`src/rtl/lcd_text_pkg.sv`:
```
// rtl/lcd_text_pkg.sv - shared types and constants for the LCD text buffer
package lcd_text_pkg;

  // Sequencer states: IDLE accepts input, CLEAR/SCROLL walk the cell array
  typedef enum logic [1:0] {
    IDLE   = 2'd0,
    CLEAR  = 2'd1,
    SCROLL = 2'd2
  } lcd_state_e;

  // Classification of an incoming character
  typedef enum logic [2:0] {
    CC_IGNORE = 3'd0,
    CC_PRINT  = 3'd1,
    CC_LF     = 3'd2,
    CC_CR     = 3'd3,
    CC_BS     = 3'd4,
    CC_FF     = 3'd5
  } char_class_e;

  localparam logic [7:0] CHR_BS = 8'h08;
  localparam logic [7:0] CHR_LF = 8'h0A;
  localparam logic [7:0] CHR_FF = 8'h0C;
  localparam logic [7:0] CHR_CR = 8'h0D;

  localparam logic [7:0] FILL_CHAR_DEFAULT = 8'h20;

endpackage

```
`src/rtl/lcd_char_decode.sv`:
```
// rtl/lcd_char_decode.sv - classifies an incoming byte as printable, control or ignored
module lcd_char_decode
  import lcd_text_pkg::*;
(
  input  logic [7:0]  char_in,
  output char_class_e char_class
);

  // Printable ranges follow the SC1602 character ROM (ASCII plus katakana block)
  always_comb begin
    char_class = CC_IGNORE;
    if ((char_in >= 8'h20 && char_in <= 8'h7E) ||
        (char_in >= 8'hA0 && char_in <= 8'hDF)) begin
      char_class = CC_PRINT;
    end else begin
      case (char_in)
        CHR_LF:  char_class = CC_LF;
        CHR_CR:  char_class = CC_CR;
        CHR_BS:  char_class = CC_BS;
        CHR_FF:  char_class = CC_FF;
        default: char_class = CC_IGNORE;
      endcase
    end
  end

endmodule

```
`src/rtl/lcd_text_buffer.sv`:
```
// rtl/lcd_text_buffer.sv - character frame buffer for the SC1602 driver; optional LCD_TEXT_SCROLL_EN
module lcd_text_buffer
  import lcd_text_pkg::*;
#(
  parameter int          COLS      = 16,
  parameter int          ROWS      = 2,
  parameter logic [7:0]  FILL_CHAR = FILL_CHAR_DEFAULT,
  localparam int         N         = COLS * ROWS,
  localparam int         AW        = (N > 1) ? $clog2(N) : 1
)(
  input  logic          sys_clk,
  input  logic          sys_rst_n,
  input  logic          wr_valid,
  output logic          wr_ready,
  input  logic [7:0]    wr_char,
  input  logic          rd_en,
  input  logic [AW-1:0] rd_addr,
  output logic [7:0]    rd_data,
  output logic [AW-1:0] cursor,
  output logic          busy,
  output logic          dirty,
  input  logic          dirty_clr
);

  localparam int            IW        = (AW < 5) ? 5 : AW;
  localparam logic [AW-1:0] LAST_CELL = AW'(N - 1);
  localparam logic [AW-1:0] LAST_ROW  = AW'(N - COLS);

  lcd_state_e    state_q, state_d;
  logic [IW-1:0] idx_q, idx_d;
  logic [AW-1:0] cursor_q, cursor_d;
  logic [7:0]    rd_data_q, rd_data_d;
  logic          dirty_q, dirty_d;
  logic [7:0]    cell_q [N];
  logic [7:0]    cell_d [N];

  char_class_e   char_class;
  logic          accept;
  logic          cell_mod;
  logic [AW-1:0] idx_a;
  logic [AW-1:0] row_start;

  lcd_char_decode u_decode (
    .char_in    (wr_char),
    .char_class (char_class)
  );

  assign wr_ready  = (state_q == IDLE);
  assign busy      = (state_q != IDLE);
  assign accept    = wr_valid && wr_ready;
  assign idx_a     = idx_q[AW-1:0];
  assign row_start = AW'((int'(cursor_q) / COLS) * COLS);

  assign rd_data = rd_data_q;
  assign cursor  = cursor_q;
  assign dirty   = dirty_q;

  // Sequencer: character handling in IDLE, one cell per cycle in CLEAR/SCROLL
  always_comb begin
    state_d  = state_q;
    idx_d    = idx_q;
    cursor_d = cursor_q;
    cell_d   = cell_q;
    cell_mod = 1'b0;
    case (state_q)
      IDLE: begin
        if (accept) begin
          case (char_class)
            CC_PRINT: begin
              cell_d[cursor_q] = wr_char;
              cell_mod         = 1'b1;
              if (cursor_q == LAST_CELL) begin
`ifdef LCD_TEXT_SCROLL_EN
                // Character lands first; the scroll then moves it up a row
                state_d = SCROLL;
                idx_d   = '0;
`else
                cursor_d = '0;
`endif
              end else begin
                cursor_d = cursor_q + AW'(1);
              end
            end
            CC_LF: begin
              if (row_start == LAST_ROW) begin
`ifdef LCD_TEXT_SCROLL_EN
                state_d = SCROLL;
                idx_d   = '0;
`else
                cursor_d = '0;
`endif
              end else begin
                cursor_d = row_start + AW'(COLS);
              end
            end
            CC_CR: cursor_d = row_start;
            CC_BS: begin
              if (cursor_q != '0) begin
                cursor_d                 = cursor_q - AW'(1);
                cell_d[cursor_q - AW'(1)] = FILL_CHAR;
                cell_mod                 = 1'b1;
              end
            end
            CC_FF: begin
              state_d = CLEAR;
              idx_d   = '0;
            end
            default: ;
          endcase
        end
      end
      CLEAR: begin
        cell_d[idx_a] = FILL_CHAR;
        cell_mod      = 1'b1;
        if (idx_a == LAST_CELL) begin
          state_d  = IDLE;
          idx_d    = '0;
          cursor_d = '0;
        end else begin
          idx_d = idx_q + IW'(1);
        end
      end
`ifdef LCD_TEXT_SCROLL_EN
      SCROLL: begin
        // Copy phase pulls each row up by one; fill phase blanks the last row
        if (idx_a < LAST_ROW) begin
          cell_d[idx_a] = cell_q[AW'(int'(idx_a) + COLS)];
        end else begin
          cell_d[idx_a] = FILL_CHAR;
        end
        cell_mod = 1'b1;
        if (idx_a == LAST_CELL) begin
          state_d  = IDLE;
          idx_d    = '0;
          cursor_d = LAST_ROW;
        end else begin
          idx_d = idx_q + IW'(1);
        end
      end
`endif
      default: begin
        state_d = IDLE;
        idx_d   = '0;
      end
    endcase
  end

  // Read port samples pre-write contents; dirty set has priority over clear
  always_comb begin
    rd_data_d = rd_data_q;
    if (rd_en) begin
      if (int'(rd_addr) < N) begin
        rd_data_d = cell_q[rd_addr];
      end else begin
        rd_data_d = FILL_CHAR;
      end
    end
    dirty_d = cell_mod || (dirty_q && !dirty_clr);
  end

  // Control and read-port registers
  always_ff @(posedge sys_clk or negedge sys_rst_n) begin
    if (!sys_rst_n) begin
      state_q   <= IDLE;
      idx_q     <= '0;
      cursor_q  <= '0;
      rd_data_q <= 8'h00;
      dirty_q   <= 1'b1;
    end else begin
      state_q   <= state_d;
      idx_q     <= idx_d;
      cursor_q  <= cursor_d;
      rd_data_q <= rd_data_d;
      dirty_q   <= dirty_d;
    end
  end

  // Cell array, blanked on reset so the first frame draws as spaces
  always_ff @(posedge sys_clk or negedge sys_rst_n) begin
    if (!sys_rst_n) begin
      for (int i = 0; i < N; i++) cell_q[i] <= FILL_CHAR;
    end else begin
      for (int i = 0; i < N; i++) cell_q[i] <= cell_d[i];
    end
  end

endmodule

```
`config.mk`:
```
export PLATFORM = sky130hd
export DESIGN_NAME = lcd_text_buffer
export DESIGN_NICKNAME = d
export VERILOG_FILES = /design/src/rtl/lcd_text_pkg.sv /design/src/rtl/lcd_char_decode.sv /design/src/rtl/lcd_text_buffer.sv
export SDC_FILE = /design/constraint.sdc
export NUM_CORES = 1
export LEC_CHECK = 0
export BUFFER_PORTS_ARGS = -buffer_cell sky130_fd_sc_hd__buf_2
export CORE_MARGIN = 8
export CORE_UTILIZATION = 50
export DETAILED_ROUTE_END_ITERATION = 10
export HOLD_SLACK_MARGIN = 0.15
export PLACE_DENSITY = 0.66
export SYNTH_ARGS = -nofsm -noshare
export SYNTH_HDL_FRONTEND = slang
export SYNTH_HIERARCHICAL = 1
export SYNTH_SLANG_ARGS = --single-unit
export TNS_END_PERCENT = 100
```
`constraint.sdc`:
```
create_clock -name sys_clk -period 3 [get_ports sys_clk]
set_clock_uncertainty 0.1 [all_clocks]
set_input_delay 0.6 -clock sys_clk [delete_from_list [all_inputs] [get_ports sys_clk]]
set_output_delay 0.6 -clock sys_clk [all_outputs]
set_load 0.02 [all_outputs]
```
==> results of run 1 <==
metal layers:
layer / vias up / GRT usage, % / wire [µm]
li1: 5333 / - / -
met1: 6447 / 38.4 / 20400
met2: 694 / 42.7 / 22300
met3: 134 / 5.18 / 4250
met4: 0 / 10.3 / 1890
met5: - / 0 / 0
state kept, by name, summed over array words and instances, names as in the netlist:
| register | cells |
|---|---|
| state_q | 1 |
| dirty | 1 |
| cell_q | 256 |
| rd_data | 8 |
| cursor | 5 |
| idx_a | 5 |
report_power, final:
group	total, µW	switching (µW)	internal (µW)
registers	5940	910	5030
clock network	3960	1560	2400
logic	4790	2550	2240
synthesized netlist by cell type (9+ instances only):
cell	instances
o21ai_0	43
buf_2	19
nor3_2	9
nand2_1	70
inv_1	14
ha_1	14
nor4_1	11
clkbuf_1	63
nor3_1	63
a21oi_1	74
buf_1	14
nand2b_1	15
o21ai_1	10
dfstp_2	33
o21ai_2	16
a211o_1	13
a22o_1	127
dfrtp_1	243
o22ai_1	50
nor2b_1	18
and2_1	14
o2bb2ai_1	84
nor2_1	82
nand3_1	12
mux4_2	64
timing repair:
| item | CTS | global route |
|---|---|---|
| gates resized for setup | 0 | 0 |
| setup endpoints to repair | 0 | 0 |
| hold endpoints to repair | 50 | 0 |
| hold buffers | 2 | 0 |
critical path, cell delays in order (launching register included):
cell and delay [ns]:
dfrtp_1 0.86, nand2b_1 0.47, nor2_1 0.60, a21o_1 0.24, a31oi_2 0.16, buf_4 0.20, o2bb2ai_1 0.12
how the worst max path moves through the flow:
stage / startpoint / endpoint / slack [ns] / cells past startpoint
2_1_floorplan: wr_char[6] / cell_q[198]$_DFFE_PN0P_ / -0.0009 / 12
3_3_place_gp: wr_char[1] / cell_q[206]$_DFFE_PN0P_ / -0.20 / 12
3_5_place_dp: wr_char[1] / cell_q[166]$_DFFE_PN0P_ / -0.28 / 11
4_1_cts: cursor[0]$_DFFE_PN0P_ / cell_q[71]$_DFFE_PN0P_ / 0.22 / 9
5_1_grt: cursor[0]$_DFFE_PN0P_ / cursor[0]$_DFFE_PN0P_ / 0.04 / 11
6_report: cursor[4]$_DFFE_PN0P_ / cell_q[122]$_DFFE_PN0P_ / 0.12 / 6
through the flow:
stage               total power, µW  hold WS [ns]  std cells   TNS, ns
finish                        14700         0.378       1825         0
global route                  15300         0.395       1825         0
CTS                           14600         0.354       1825         0
detailed placement            10600         0.368       1767    -42.35
global placement              10500         0.359       1767    -27.02
floorplan                      8860         0.204       1300  -0.00264
logic make-up after synthesis:
group / count (synthesis) / synth area share (%)
fa+ha+maj: 14 / 1.20
flops: 276 / 47.8
simple gates: 332 / 11.9
mux: 73 / 10.6
xor+xnor: 1 / 0.0602
buf+inv: 115 / 3.29
compound gates: 489 / 25.2
cell type report:
class | count | area, µm² | area share, %
clock buffers | 42 | 887 | 5.13
well taps | 384 | 480 | 2.78
inverters | 15 | 56.3 | 0.326
multi-input cells | 909 | 7160 | 41.4
clock inverters | 14 | 181 | 1.05
repair buffers | 185 | 1570 | 9.11
flip-flops and latches | 276 | 6950 | 40.2
==> flow_summary.toml, run 1 <==
[timing]
max_slew_margin_pct = 47.2
setup_viol = 0
setup_slack_ns = 0.125
rsz0062_at_grt = "false"
drv_slew = 0
finalCriticalPeriod_ns = 2.88
finalHoldViolations = 0
max_freq_ghz = 0.348
finalCritPeriodShare_pct = 95.8
tightestPinTransition_ns = 0.792

[finish]
utilization_pct = 60.2
layout_commonest_cell = "dfrtp_1"
final_nets = 1449
post-route-cell-area_mm2 = 0.0173
antenna_cells = 0
layout-drive-gt1-share_pct = 26.6
fillers = 2376
final_cell_mix = "dfrtp_1, buf_4, a22o_1"
syn_to_final_growth_pct = 18.8

[grt]
grt_usage_pct = 27.6
overflow = 0
antenna_found_initial = 0
grt_max_degree = 67
grt_pass1_vias = 12795
grt_pass1_wl_um = 76800

[clock_network]
cts_root_buffer = "clkbuf_16"
worstSkewPairLatency_ns = 0.55
cts_buffers = 30
clock_sinks = 276
cts_tree = "yes"
cts_htree_levels = 1
clk_path_buf_depth = 3
cts_setup_buffers = 0
clkTransAtPathRegs_ns = 0.07

[min_path]
worstHoldPathType = "primary input to flip-flop"
hold_path_end = "cell_q[102]$_DFFE_PN0P_"
whs_path_depth = 3
min_from = "wr_char[6]"

[pwr]
peakVddDrop_v = 0.000552
powerDensity_mw_per_mm2 = 850
p_leak_uw = 0.00740

[synthesis]
synthCells = 1300
syn-num-nets = 1332
ys_warn_count = 6
async_reset_ff_share_pct = 100
synth_top_area_share_pct = 41.8
synth.area.top_cells = "dfrtp_1, mux4_2, a22o_1"
synth.distinct_cells = 78
synth_ff_type = "dfrtp_1"
synth_edf_count = 0
synthesis.area_mm2 = 0.0145
ys_ff_latch = 276
synth.yosys.seq_area_share_pct = 47.8
avgSynthCellArea_um2 = 11.2
synth_top_area_cell = "dfrtp_1"

[placement]
dp_hpwl_um = 34700
place_congestion = 0.979
dp_slack_ns = -0.277
io_buffers = 33
dpl_cell_area_mm2 = 0.0162

[critical_path]
end_kind = "flip-flop"
worstSetupPathType = "flip-flop to flip-flop"
worstPathArrival_ns = 3.21
r2r_cells = 6
regToRegStartpoint = "cursor[4]$_DFFE_PN0P_"
critPathLaunchType = "flip-flop"
worst-path-max-fanout = 24
rrSetupSlack_ns = 0.12
r2r_end = "cell_q[122]$_DFFE_PN0P_"
cp.required_ns = 3.33

[routing]
drt-pass1-iter-count = 5
via_per_inst = 6.91
ant_nets = 0
dr.first_iter.drc_count = 1488
routed_wl_um = 48800
num_vias = 12608
wl_per_cell_um = 26.7
drc = 0

[floorplanning]
start_util_pct = 50.7
die_w_um = 187
rows = 62
pin_count = 34
die_y_um = 187
dieArea_mm2 = 0.0348
core_area_mm2 = 0.0287

[job]
maxCapViolCount = 0

[run_status]
outcome = "finished, final reports clean"
Note: power is estimated with default switching activity, not from simulation.
==> run 2: changes to the inputs <==
--- a/config.mk
+++ b/config.mk
@@ -8,7 +8,9 @@
 export BUFFER_PORTS_ARGS = -buffer_cell sky130_fd_sc_hd__buf_2
 export CORE_MARGIN = 8
 export CORE_UTILIZATION = 50
+export CTS_BUF_LIST = sky130_fd_sc_hd__clkbuf_8
 export DETAILED_ROUTE_END_ITERATION = 10
+export GPL_ROUTABILITY_DRIVEN = 0
 export HOLD_SLACK_MARGIN = 0.15
 export PLACE_DENSITY = 0.66
 export SYNTH_ARGS = -nofsm -noshare
==> constraint.sdc (replaced) <==
create_clock -name sys_clk -period 2.8 [get_ports sys_clk]
set_clock_uncertainty 0.1 [all_clocks]
set_input_delay 0.56 -clock sys_clk [delete_from_list [all_inputs] [get_ports sys_clk]]
set_output_delay 0.56 -clock sys_clk [all_outputs]
set_load 0.02 [all_outputs]
==> flow_summary.toml, run 2 (synthesized netlist as in run 1, its figures left out) <==
[clock_network]
cts_root_buffer = "clkbuf_8"
worstSkewPairLatency_ns = 0.59
clk_path_buf_depth = 3
clkTransAtPathRegs_ns = 0.06
cts_buffers = 49
cts_htree_levels = 2
cts_tree = "yes"
clock_sinks = 276

[timing]
finalCritPeriodShare_pct = 97.1
tns_ns = 0
finalCriticalPeriod_ns = 2.72
drv_slew = 0
holdWs_ns = 0.296
setup_viol = 0
tightestPinTransition_ns = 0.695
setup_slack_ns = 0.0799
finalHoldViolations = 0
max_freq_ghz = 0.368
max_slew_margin_pct = 53.2
rsz0062_at_grt = "false"

[grt]
grtUsageMet3_pct = 6.92
use_met2_pct = 42.8
overflow = 0
grt_pass1_vias = 12951
grt_busiest_layer = "met2"
met1_usage_pct = 38.0
grt_usage_pct = 28.2
antenna_found_initial = 0
grt_pass1_wl_um = 78200
grt_max_degree = 79

[placement]
place_inst = 1798
dp_hpwl_um = 35500
io_buffers = 33
dp_slack_ns = -0.402

[min_path]
worstHoldPathType = "primary input to flip-flop"

[routing]
num_vias = 12733
drt-pass1-iter-count = 5
via_per_inst = 6.72
wl_per_cell_um = 26.3
ant_nets = 0
drc = 0
dr.first_iter.drc_count = 1328
routed_wl_um = 49700

[finish]
fin_cells = 1894
final_nets = 1501
layout_commonest_cell = "dfrtp_1"
fillers = 2340
largest_reg_flops = 256
layout-drive-gt1-share_pct = 31.5
top_register = "cell_q"
syn_to_final_growth_pct = 22.3
final_cell_mix = "dfrtp_1, buf_4, a22o_1"

[floorplanning]
core_area_mm2 = 0.0287
die_w_um = 187
pin_count = 34
start_util_pct = 50.7
dieArea_mm2 = 0.0348
rows = 62
die_y_um = 187

[critical_path]
worstPathArrival_ns = 3.07
cp.required_ns = 3.15
worst-path-max-fanout = 7
worstSetupPathType = "flip-flop to flip-flop"
critPathLaunchType = "flip-flop"
end_kind = "flip-flop"

[run_status]
outcome = "finished, final reports clean"

[pwr]
powerDensity_mw_per_mm2 = 890
peakVddDrop_v = 0.000581
total_power_uw = 15800
p_leak_uw = 0.00770

[job]
maxCapViolCount = 0
-- run 2: what timing repair did --
item | CTS | global route
buffers inserted | 0 | 2
endpoints found under the hold margin | 65 | 0
endpoints found under the setup margin | 0 | 20
gates resized for setup | 0 | 5
hold buffers | 2 | 0
-- run 2: layout make-up --
cell class,instances,area [µm²],area share (%)
Antenna cell,1,2.50,0.0141
Clock buffer,66,908,5.11
Clock inverter,25,175,0.985
Inverter,15,56.3,0.317
Multi-Input combinational cell,909,7330,41.2
Sequential cell,276,6950,39.1
Tap cell,384,480,2.70
Timing Repair Buffer,218,1880,10.6
-- run 2: final timing paths --
kind | startpoint | endpoint | slack, ns | cells past startpoint
setup / recovery | cursor[0]$_DFFE_PN0P_ | cell_q[249]$_DFFE_PN0P_ | 0.08 | 9
min in group asynchronous | sys_rst_n | cell_q[107]$_DFFE_PN0P_ | 0.36 | 2
setup reg to reg | cursor[0]$_DFFE_PN0P_ | cell_q[249]$_DFFE_PN0P_ | 0.08 | 9
hold / removal | rd_en | rd_data[1]$_DFFE_PN0P_ | 0.30 | 2
max in group asynchronous | sys_rst_n | cell_q[21]$_DFFE_PN1P_ | 1.44 | 3
hold reg to reg | cell_q[5]$_DFFE_PN1P_ | cell_q[5]$_DFFE_PN1P_ | 0.37 | 2
-- run 2: where the power goes --
group | total (µW) | leakage [µW] | internal [µW] | switching [µW]
clock | 4110 | 0.000608 | 2300 | 1810
combinational | 5360 | 0.00350 | 2540 | 2820
sequential | 6360 | 0.00360 | 5390 | 972
total | 15800 | 0.00770 | 10200 | 5610
-- run 2: layer usage --
layer,up-vias,wire [µm]
met5,-,0
met4,0,2050
met3,145,4440
met2,668,22600
met1,6470,20600
li1,5450,-
-- run 2: per-stage QoR --
step / cell area, µm² / utilization (%)
after global routing: 17800 / 62.0
after detailed placement: 16600 / 57.9
after global placement: 16600 / 57.9
after CTS: 17700 / 61.8
after floorplan: 14800 / -
final: 17800 / 62.0
-- run 2: critical path: stages (launching register included) --
cell	delay, ns
dfrtp_1	0.37
inv_1	0.08
ha_1	0.28
or4b_2	0.70
mux2i_1	0.19
a21oi_1	0.10
buf_4	0.18
a311o_1	0.28
buf_4	0.18
o2bb2ai_1	0.13
==> run 3: changes to the inputs <==
--- a/config.mk
+++ b/config.mk
@@ -13,6 +13,7 @@
 export GPL_ROUTABILITY_DRIVEN = 0
 export HOLD_SLACK_MARGIN = 0.15
 export PLACE_DENSITY = 0.66
+export SETUP_SLACK_MARGIN = 0.5
 export SYNTH_ARGS = -nofsm -noshare
 export SYNTH_HDL_FRONTEND = slang
 export SYNTH_HIERARCHICAL = 1
==> flow_summary.toml, run 3 (synthesized netlist as in run 1, its figures left out) <==
[job]
maxCapViolCount = 0

[clock_network]
worstSkewPairLatency_ns = 0.60
cts_root_buffer = "clkbuf_8"
clock_sinks = 276
cts_htree_levels = 2
clkTransAtPathRegs_ns = 0.06
clk_path_buf_depth = 3
cts_buffers = 47
cts_tree = "yes"

[floorplanning]
die_w_um = 187
dieArea_mm2 = 0.0348
rows = 62
pin_count = 34
die_y_um = 187
core_area_mm2 = 0.0287
start_util_pct = 50.7

[pwr]
share_comb_of_total_power_pct = 37.4
swShare_pct = 36.4
pwr-share-clk_pct = 24.5
powerDensity_mw_per_mm2 = 853
peakVddDrop_v = 0.000474
pwr-share-seq_pct = 38.1
total_power_uw = 16900
internal_power_uw = 10700
p_leak_uw = 0.00836
power.switching_uw = 6140

[critical_path]
endpoint = "cell_q[187]$_DFFE_PN0P_"
cp.required_ns = 3.21
startpoint = "wr_char[5]"
regToRegStartpoint = "cursor[1]$_DFFE_PN0P_"
worstSetupPathType = "primary input to flip-flop"
critPathLaunchType = "primary input"
rrSetupSlack_ns = 0.33
r2r_cells = 7
end_kind = "flip-flop"
worst-path-max-fanout = 14
worstPathArrival_ns = 2.93
r2r_end = "cell_q[182]$_DFFE_PN0P_"

[routing]
drc = 0
dr.first_iter.drc_count = 1751
wl_per_cell_um = 27.2
drt-pass1-iter-count = 8
via_per_inst = 6.91
ant_nets = 0
num_vias = 13485
routed_wl_um = 53100

[placement]
dp_hpwl_um = 36400
io_buffers = 33
dp_slack_ns = -0.488

[grt]
overflow = 0
antenna_found_initial = 0
grt_max_degree = 67
grt_pass1_vias = 13396
grt_pass1_wl_um = 81300
grt_usage_pct = 29.5

[finish]
largest_reg_flops = 256
utilization_pct = 69.0
antenna_cells = 0
syn_to_final_growth_pct = 36.1
fillers = 2026
layout_commonest_cell = "dfrtp_1"
final_cell_mix = "dfrtp_1, buf_4, a22o_1"
layout-drive-gt1-share_pct = 43.5
final_nets = 1560
top_register = "cell_q"

[timing]
rsz0062_at_grt = "true"
max_slew_margin_pct = 58.6
setup_viol = 0
max_freq_ghz = 0.397
tns_ns = 0
finalCritPeriodShare_pct = 89.9
drv_slew = 0
finalCriticalPeriod_ns = 2.52
holdWs_ns = 0.250
tightestPinTransition_ns = 0.621
finalHoldViolations = 0
setup_slack_ns = 0.283

[run_status]
outcome = "finished, final reports clean"

[min_path]
worstHoldPathType = "primary input to flip-flop"
-- run 3: changes by cell type in the layout (fill, tap and decap cells not counted), sizes merged --
| cell | delta |
|---|---|
| clkinvlp | +1 |
| bufbuf | +1 |
| diode | -1 |
| clkbuf | -3 |
| buf | +58 |
| bufinv | +2 |
| inv | +1 |
| clkinv | -2 |
-- run 3: timing repair --
| item | CTS | global route |
|---|---|---|
| hold buffers | 2 | 0 |
| resized for setup | 155 | 128 |
| pin swaps | 41 | 76 |
| setup buffers | 26 | 31 |
| endpoints found under the setup margin | 265 | 260 |
| endpoints found under the hold margin | 49 | 0 |
| cloned | 2 | 2 |
-- run 3: area by class of cell --
| type | instances | area [µm²] | area share (%) |
|---|---|---|---|
| Clock buffer | 61 | 840 | 4.24 |
| Clock inverter | 27 | 241 | 1.22 |
| Sequential cell | 276 | 6960 | 35.1 |
| Multi-Input combinational cell | 909 | 8500 | 42.9 |
| Inverter | 15 | 66.3 | 0.335 |
| Tap cell | 384 | 480 | 2.43 |
| Timing Repair Buffer | 279 | 2710 | 13.7 |
-- run 3: how the worst min path moves through the flow --
| stage | from | endpoint | slack [ns] | cells past startpoint |
|---|---|---|---|---|
| 2_1_floorplan | sys_rst_n | cell_q[0]$_DFFE_PN0P_ | 0.16 | 0 |
| 3_3_place_gp | cell_q[5]$_DFFE_PN1P_ | cell_q[5]$_DFFE_PN1P_ | 0.36 | 2 |
| 3_5_place_dp | cell_q[5]$_DFFE_PN1P_ | cell_q[5]$_DFFE_PN1P_ | 0.37 | 2 |
| 4_1_cts | wr_char[6] | cell_q[6]$_DFFE_PN0P_ | 0.23 | 3 |
| 5_1_grt | wr_char[6] | cell_q[6]$_DFFE_PN0P_ | 0.27 | 3 |
| 6_report | wr_char[5] | cell_q[5]$_DFFE_PN1P_ | 0.25 | 4 |
-- run 3: worst max-delay path, cell delays in order --
cell and delay (ns):
buf_12 0.11, nor4_4 0.32, nand2b_4 0.11, nor2_4 0.12
or3b_4 0.43, buf_4 0.17, nor2_4 0.16, nand2_4 0.10
buf_12 0.18, buf_4 0.17, o21ai_4 0.30, o2bb2ai_1 0.17
-- run 3: routing by layer --
metal  GRT usage [%]  vias up  wire length (µm)
li1                -     5570                 -
met1            40.5     6771             20800
met2            44.4      920             23900
met3            5.84      224              5570
met4            14.2        0              2870
met5               0        -                 0
-- run 3: power groups by stage --
stage / Clock, µW / Combinational (µW) / Sequential [µW]
2_1_floorplan: 0 / 3560 / 6050
3_3_place_gp: 0 / 5260 / 6370
3_5_place_dp: 0 / 5390 / 6390
4_1_cts: 4170 / 5830 / 6370
5_1_grt: 4390 / 6660 / 6570
6_report: 4140 / 6320 / 6430
-- run 3: metrics by stage --
step | instance area (µm²) | std cells
floorplan | 14900 | 1300
global placement | 16900 | 1800
detailed placement | 16900 | 1800
CTS | 19000 | 1918
global route | 19800 | 1951
finish | 19800 | 1951
